$ cat src/rtl/alu_pkg.sv
// Shared encodings for the nibble-serial ALU: operand modes, FSM states and
// the per-bit operand mapping shared with the existing add/sub system.
package alu_pkg;

   typedef enum logic [1:0] {
      MODE_ADD  = 2'b00,
      MODE_SUB  = 2'b01,
      MODE_PASS = 2'b10,
      MODE_DEC  = 2'b11
   } mode_e;

   typedef enum logic [1:0] {
      IDLE = 2'b00,
      RUN  = 2'b01,
      DONE = 2'b10
   } state_e;

   // Maps one bit of operand B according to the requested mode.
   function automatic logic map_bit(input logic [1:0] mode, input logic b);
      logic r;
      case (mode)
         MODE_ADD:  r = b;
         MODE_SUB:  r = ~b;
         MODE_PASS: r = 1'b0;
         MODE_DEC:  r = 1'b1;
         default:   r = b;
      endcase
      return r;
   endfunction

endpackage

$ cat src/rtl/nibble_serial_alu_if.sv
// Request/result bus of the nibble-serial ALU.
interface nibble_serial_alu_if #(parameter int W = 16) ();
   logic         in_valid;
   logic         in_ready;
   logic [W-1:0] op_a;
   logic [W-1:0] op_b;
   logic [1:0]   op_mode;
   logic         op_cin;
   logic         out_valid;
   logic         out_ready;
   logic [W-1:0] result;
   logic         cout;
   logic         ovf;

   modport master (
      output in_valid, op_a, op_b, op_mode, op_cin, out_ready,
      input  in_ready, out_valid, result, cout, ovf
   );

   modport slave (
      input  in_valid, op_a, op_b, op_mode, op_cin, out_ready,
      output in_ready, out_valid, result, cout, ovf
   );
endinterface

$ cat src/rtl/cla4_slice.sv
// 4-bit carry-lookahead adder slice: generate/propagate with flat carry terms.
module cla4_slice (
   input  logic [3:0] a,
   input  logic [3:0] b,
   input  logic       cin,
   output logic [3:0] s,
   output logic       cout
);
   logic [3:0] g_s;
   logic [3:0] p_s;
   logic [4:0] c_s;

   assign g_s = a & b;
   assign p_s = a ^ b;

   // Lookahead carries, each expressed directly from g/p and cin.
   always_comb begin
      c_s[0] = cin;
      c_s[1] = g_s[0] | (p_s[0] & cin);
      c_s[2] = g_s[1] | (p_s[1] & g_s[0]) | (p_s[1] & p_s[0] & cin);
      c_s[3] = g_s[2] | (p_s[2] & g_s[1]) | (p_s[2] & p_s[1] & g_s[0])
             | (p_s[2] & p_s[1] & p_s[0] & cin);
      c_s[4] = g_s[3] | (p_s[3] & g_s[2]) | (p_s[3] & p_s[2] & g_s[1])
             | (p_s[3] & p_s[2] & p_s[1] & g_s[0])
             | (p_s[3] & p_s[2] & p_s[1] & p_s[0] & cin);
   end

   assign s    = p_s ^ c_s[3:0];
   assign cout = c_s[4];
endmodule

$ cat src/rtl/nibble_serial_alu.sv
// Nibble-serial add/sub/inc/dec: feeds cla4_slice one nibble per step,
// carrying Cout back to Cin through carry_q_r between steps.
module nibble_serial_alu
   import alu_pkg::*;
#(
   parameter int NIBBLES = 4,
   parameter int SETTLE  = 1
) (
   input  logic               clk,
   input  logic               rst,
   nibble_serial_alu_if.slave bus
);
   localparam int W     = 4 * NIBBLES;
   localparam int IDX_W = (NIBBLES > 1) ? $clog2(NIBBLES) : 1;
   localparam int CNT_W = (SETTLE > 0) ? $clog2(SETTLE + 1) : 1;

   state_e           state_r;
   state_e           state_s;
   logic [IDX_W-1:0] idx_r;
   logic [CNT_W-1:0] cnt_r;
   logic             carry_q_r;
   logic [W-1:0]     a_q_r;
   logic [W-1:0]     y_q_r;
   logic [W-1:0]     result_r;
   logic             cout_r;
   logic             ovf_r;
   logic [W-1:0]     y_map_s;
   logic             accept_s;
   logic             capture_s;
   logic             last_s;
   logic             in_ready_s;
   logic             out_valid_s;
   logic [3:0]       a_nib_s;
   logic [3:0]       b_nib_s;
   logic [3:0]       sum_nib_s;
   logic             slice_cout_s;

   // Mode-mapped copy of operand B, sampled only on acceptance.
   always_comb begin
      y_map_s = '0;
      for (int i = 0; i < W; i++) begin
         y_map_s[i] = map_bit(bus.op_mode, bus.op_b[i]);
      end
   end

   assign a_nib_s = a_q_r[{idx_r, 2'b00} +: 4];
   assign b_nib_s = y_q_r[{idx_r, 2'b00} +: 4];

   cla4_slice u_slice (
      .a    (a_nib_s),
      .b    (b_nib_s),
      .cin  (carry_q_r),
      .s    (sum_nib_s),
      .cout (slice_cout_s)
   );

   // FSM state register.
   always_ff @(posedge clk or posedge rst) begin
      if (rst) begin
         state_r <= IDLE;
      end else begin
         state_r <= state_s;
      end
   end

   // Next-state and handshake decode; capture only once the slice has settled.
   always_comb begin
      state_s     = state_r;
      accept_s    = 1'b0;
      capture_s   = 1'b0;
      last_s      = 1'b0;
      in_ready_s  = 1'b0;
      out_valid_s = 1'b0;
      case (state_r)
         IDLE: begin
            in_ready_s = 1'b1;
            if (bus.in_valid) begin
               accept_s = 1'b1;
               state_s  = RUN;
            end else begin
               state_s = IDLE;
            end
         end
         RUN: begin
            if (cnt_r == CNT_W'(SETTLE)) begin
               capture_s = 1'b1;
               if (idx_r == IDX_W'(NIBBLES - 1)) begin
                  last_s  = 1'b1;
                  state_s = DONE;
               end else begin
                  state_s = RUN;
               end
            end else begin
               state_s = RUN;
            end
         end
         DONE: begin
            out_valid_s = 1'b1;
            if (bus.out_ready) begin
               state_s = IDLE;
            end else begin
               state_s = DONE;
            end
         end
         default: begin
            state_s = IDLE;
         end
      endcase
   end

   // Operand latch, nibble/settle counters, carry chain and result capture.
   always_ff @(posedge clk or posedge rst) begin
      if (rst) begin
         idx_r     <= '0;
         cnt_r     <= '0;
         carry_q_r <= 1'b0;
         a_q_r     <= '0;
         y_q_r     <= '0;
         result_r  <= '0;
         cout_r    <= 1'b0;
         ovf_r     <= 1'b0;
      end else if (accept_s) begin
         a_q_r     <= bus.op_a;
         y_q_r     <= y_map_s;
         carry_q_r <= bus.op_cin;
         idx_r     <= '0;
         cnt_r     <= '0;
      end else if (state_r == RUN) begin
         if (capture_s) begin
            result_r[{idx_r, 2'b00} +: 4] <= sum_nib_s;
            carry_q_r <= slice_cout_s;
            cnt_r     <= '0;
            if (last_s) begin
               cout_r <= slice_cout_s;
               ovf_r  <= (a_q_r[W-1] == y_q_r[W-1]) && (sum_nib_s[3] != a_q_r[W-1]);
               idx_r  <= '0;
            end else begin
               idx_r <= idx_r + IDX_W'(1);
            end
         end else begin
            cnt_r <= cnt_r + CNT_W'(1);
         end
      end
   end

   assign bus.in_ready  = in_ready_s;
   assign bus.out_valid = out_valid_s;
   assign bus.result    = result_r;
   assign bus.cout      = cout_r;
   assign bus.ovf       = ovf_r;
endmodule

$ cat src/flat_wrapper.sv
// flat-port wrapper written by rule: the top's interface ports become plain ports
module nibble_serial_alu_flat import alu_pkg::*;
#(
   parameter int NIBBLES = 4,
   parameter int SETTLE  = 1
)
  (clk, rst, bus_in_valid, bus_op_a, bus_op_b, bus_op_mode, bus_op_cin, bus_out_ready, bus_in_ready, bus_out_valid, bus_result, bus_cout, bus_ovf);
  nibble_serial_alu_if #(.W(16)) bus_i ();
  input  logic clk;
  input  logic rst;
  input wire logic [$bits(bus_i.in_valid)-1:0] bus_in_valid;
  input wire logic [$bits(bus_i.op_a)-1:0] bus_op_a;
  input wire logic [$bits(bus_i.op_b)-1:0] bus_op_b;
  input wire logic [$bits(bus_i.op_mode)-1:0] bus_op_mode;
  input wire logic [$bits(bus_i.op_cin)-1:0] bus_op_cin;
  input wire logic [$bits(bus_i.out_ready)-1:0] bus_out_ready;
  output wire logic [$bits(bus_i.in_ready)-1:0] bus_in_ready;
  output wire logic [$bits(bus_i.out_valid)-1:0] bus_out_valid;
  output wire logic [$bits(bus_i.result)-1:0] bus_result;
  output wire logic [$bits(bus_i.cout)-1:0] bus_cout;
  output wire logic [$bits(bus_i.ovf)-1:0] bus_ovf;
  assign bus_i.in_valid = bus_in_valid;
  assign bus_i.op_a = bus_op_a;
  assign bus_i.op_b = bus_op_b;
  assign bus_i.op_mode = bus_op_mode;
  assign bus_i.op_cin = bus_op_cin;
  assign bus_i.out_ready = bus_out_ready;
  assign bus_in_ready = bus_i.in_ready;
  assign bus_out_valid = bus_i.out_valid;
  assign bus_result = bus_i.result;
  assign bus_cout = bus_i.cout;
  assign bus_ovf = bus_i.ovf;
  nibble_serial_alu #(.NIBBLES(NIBBLES), .SETTLE(SETTLE)) u_core (.clk(clk), .rst(rst), .bus(bus_i));
endmodule
$ cat config.mk
export PLATFORM = sky130hd
export DESIGN_NAME = nibble_serial_alu_flat
export DESIGN_NICKNAME = d
export VERILOG_FILES = /design/src/rtl/alu_pkg.sv /design/src/rtl/nibble_serial_alu_if.sv /design/src/rtl/cla4_slice.sv /design/src/rtl/nibble_serial_alu.sv /design/src/flat_wrapper.sv
export SDC_FILE = /design/constraint.sdc
export NUM_CORES = 1
export LEC_CHECK = 0
export BUFFER_PORTS_ARGS = -buffer_cell sky130_fd_sc_hd__buf_2
export CORE_AREA = 4 4 79 81
export DETAILED_ROUTE_END_ITERATION = 12
export DIE_AREA = 0 0 83 85
export GPL_TIMING_DRIVEN = 1
export PLACE_DENSITY = 0.85
export SETUP_SLACK_MARGIN = 0.02
export SLEW_MARGIN = 20
export SYNTH_ARGS = -nofsm -noshare
export SYNTH_HDL_FRONTEND = slang
export SYNTH_HIERARCHICAL = 1
export SYNTH_SLANG_ARGS = --single-unit
$ cat constraint.sdc
create_clock -name clk -period 3.47 [get_ports clk]
set_input_delay 0.347 -clock clk [delete_from_list [all_inputs] [get_ports clk]]
set_output_delay 0.347 -clock clk [all_outputs]
set_load 0.02 [all_outputs]
==> summary.md <==
| Metric | Value |
|---|---|
| Run status | finished clean |
| Fmax | 331.6 MHz |
| Die ar. | between 7000 and 8000 um^2 |
| RR Endpoint | u_core/bus.ovf |
| GR Util met2 | 0.2952 |
| Count leader, synth | dfrtp_1 |
| DR DRC count | 0 |
| Worst setup path end | u_core/bus.ovf |
| Syn-to-layout area delta | 15.28% |
| Cts repair resizes | 0 |
| Final hold vios | 0 |
| Antenna-violating nets left | 0 |
| DRT Pass-1 Iters | 4 |
| Pwr Density | approximately 1000 nW/um^2 |
| First-pass GRT wire length | 9.342 mm |
| Synth Instances | 241 |
| WHS | 70.38 ps |
| Worst-Skew Late Latency | 300 ps |
| Final core utilization | 0.6175 |
| Synthesis Warnings | 6 |
| Syn Area/Cell | 12.16 um^2 |
| Num CTS Buffers | 5 |
| PnR worst setup slack | between 400 and 500 ps |
| Multi-input gate area in the final layout | 1426 um^2 |
| CTS Hold Bufs | 0 |
| GP Congestion | 0.8541 |
| Fillers | 463 |
| Met1 GRT Util | 0.1962 |
| Placeable core region | 5473 um^2 |
| RSZ-0062 raised after global routing | false |
| Worst VDD drop | 476.6 uV |
| M3 GR Usage | 0.03981 |
| CP Capture Type | register |
| Post-synth EDFFs | 0 |
| Vias | 1974 |
| Synthesis-stage register bit count | 56 |
| Kind of critical path | register to register |
| Max clock buf depth | 2 |
| Iter 0 DRT Violations | 76 |
| Gr usage total | 0.1627 |
| Leak Pwr | roughly 1.6 nW |
| Largest net degree at the start of global routing | 31 |
| Inserted Diodes | 0 |
| I/O pin count | 59 |
| R2R cell count | 8 |
| Sum Neg Setup Slack | 0 ps |
| Largest area contributor in the netlist | dfrtp_1 |
| Die Height | 85 um |
| Hold Path Class | primary input to asynchronous set/reset pin |
| R2r setup slk | 450 ps |
| CP cell instances | mux4_2, ha_1, a21o_1, a31o_1, xor2_1, nor3b_1, a21oi_1, o21ai_0 |
| Max_cap viols | 0 |
| Place WS | roughly 460 ps |
| Fin crit share | 0.8690 |
| PortBufs | 58 |
| Per-cell routed wire length | 14.72 um |
| Reg2reg start | u_core/idx_r[0] |
| Vias in the first global route | just under 2000 |
| Starting density of the core | 0.5357 |
| Mapped Area | roughly 2900 um^2 |
| Depth of the CTS H-tree | 2 |
| WP data arrival | 3240 ps |
| Most frequent cells after synthesis | dfrtp_1 (56), a21oi_1 (19), mux2_2 (18), nor2_1 (18), xnor2_1 (18) |
| Via-to-Cell Ratio | 5.335 |
| CP max stage cell | dfrtp_1 |
| Setup violators final | 0 |
| Clock transition at path regs | about 100 ps |
| Unique cell type count in the Yosys netlist | 35 |
| CTS root buf | clkbuf_8 |
| Slowest stage delay, CP | 790 ps |
| Post-synth ARST share | 1.000 |
| Max-Slew Margin vs Limit | 0.3490 |
| Die X | 83 um |
| Final WL | 5.448 mm |
| Clk sinks | 56 |
| GR peak layer | met2 |
| CP Data Required Time | between 3000 and 4000 ps |
| Register area | 1401 um^2 |
| GRT Residual Overflow | 0 |
| Row Count | 27 |
| Hpwl dp | 4.255 mm |
| Synthesized Nets | 290 |
| Slew @ Worst Pin | 975.4 ps |
| Max Transition Viols Final | 0 |
| Post-CTS setup buffer count | 0 |
| Crit path time final | 3015 ps |
| Seq/Total Area, Yosys | 0.4780 |
| Main synth FF type | dfrtp_1 |
| CP max FO | 16 |
| Crit. Startpoint | u_core/idx_r[0] |
| TritonCTS clock tree | built |
| Largest cells by area after synthesis | dfrtp_1 (48%), mux2_2 (6.9%), mux4_2 (6.1%), xnor2_1 (5.4%), ha_1 (3.8%) |
| Initial antenna violation count | 0 |
| Post-route clock skew | 7.031 ps |
| CP startpoint kind | register |
| Post-synth top area share | 0.4780 |
| Layout cells sized above 1 | 0.3523 |
| Fin nets | 346 |
[flip-flops by register name, indices dropped and copies added (netlist names)]
register and count:
u_core/a_q_r 16, u_core/bus.cout 1, u_core/bus.ovf 1, u_core/bus.result 16, u_core/carry_q_r 1, u_core/cnt_r 1, u_core/idx_r 2, u_core/state_r 2
u_core/y_q_r 16
[per-stage QoR]
stage / cells / area [um^2] / power (mW)
after floorplan: 241 / 2932 / 2.573
after global placement: 362 / 3268 / 2.915
after detailed placement: 362 / 3268 / 2.992
after CTS: 370 / 3379 / 3.418
after global routing: 370 / 3379 / 3.657
final: 370 / 3379 / 3.396
[logic make-up after synthesis]
kind of cell | count (synthesis) | share of synthesized area
AO/OA/AOI/OAI | 45 | 0.09817
XOR/XNOR | 19 | 0.05676
adder cells (fa/ha/maj) | 10 | 0.04524
buffers and inverters | 21 | 0.03542
flip-flops | 56 | 0.4780
multiplexers | 27 | 0.1344
AND/OR/NAND/NOR | 63 | 0.1519
[layer usage]
| layer | part of all wire | vias up |
|---|---|---|
| li1 | - | 954 |
| met4 | 0.0095 | 0 |
| met5 | 0 | - |
| met3 | 0.050 | 4 |
| met2 | 0.52 | 48 |
| met1 | 0.42 | 968 |
[power breakdown]
group | total (mW) | switching [mW] | internal, mW | leakage [nW]
Clock | 0.419 | 0.205 | 0.214 | 0.0541
Sequential | 1.21 | 0.263 | 0.949 | 0.685
Combinational | 1.76 | 0.950 | 0.814 | 0.856
Total | 3.40 | 1.42 | 1.98 | 1.60
[layout by cell type (no fill, tap or decap)]
cell / synthesis / final
clkinvlp_4: 0 / 1
nor2_1: 18 / 18
buf_2: 8 / 58
dfrtp_1: 56 / 56
xor2_1: 1 / 1
mux2_2: 18 / 18
nand3b_4: 1 / 1
nand4b_1: 1 / 1
clkinv_2: 0 / 1
nand4b_2: 1 / 1
nor4_4: 2 / 2
o31ai_1: 1 / 1
bufinv_16: 0 / 1
a31o_1: 1 / 1
nor3b_1: 2 / 2
or3b_1: 1 / 1
a31oi_1: 1 / 1
nand4b_4: 2 / 2
nor3b_4: 1 / 1
a21oi_1: 19 / 19
nor4b_4: 1 / 1
buf_4: 2 / 4
mux4_2: 8 / 8
nand3b_1: 1 / 1
a21o_1: 3 / 3
clkbuf_8: 0 / 5
ha_1: 9 / 9
o21bai_1: 1 / 1
xnor2_1: 18 / 18
o21ai_0: 7 / 7
fa_1: 1 / 1
nand2b_1: 3 / 3
a22o_1: 12 / 12
nor2b_1: 17 / 17
mux2_1: 1 / 1
inv_2: 0 / 1
nand2_1: 12 / 12
inv_1: 8 / 7
[worst max-delay path: cells and delay by family, from the launching register on]
kind,cells,cell delay [ps]
AO/OA/AOI/OAI,4,590
XOR/XNOR,1,370
adder cells (fa/ha/maj),1,360
flip-flops,1,790
multiplexers,1,600
AND/OR/NAND/NOR,1,230
[how the worst min path moves through the flow]
stage                       start              endpoint
floorplan           bus_out_ready     u_core/state_r[1]
global placement              rst       u_core/a_q_r[1]
detailed placement            rst  u_core/bus.result[8]
CTS                           rst  u_core/bus.result[8]
global route                  rst  u_core/bus.result[8]
finish                        rst  u_core/bus.result[8]
[cell type report]
cell class / count / share of cell area
multi-input cells: 164 / 0.4221
well taps: 72 / 0.02666
clock inverters: 3 / 0.01259
repair buffers: 62 / 0.09478
clock buffers: 5 / 0.02036
inverters: 8 / 0.008886
flip-flops and latches: 56 / 0.4147
(Power assumes the default switching activity.)
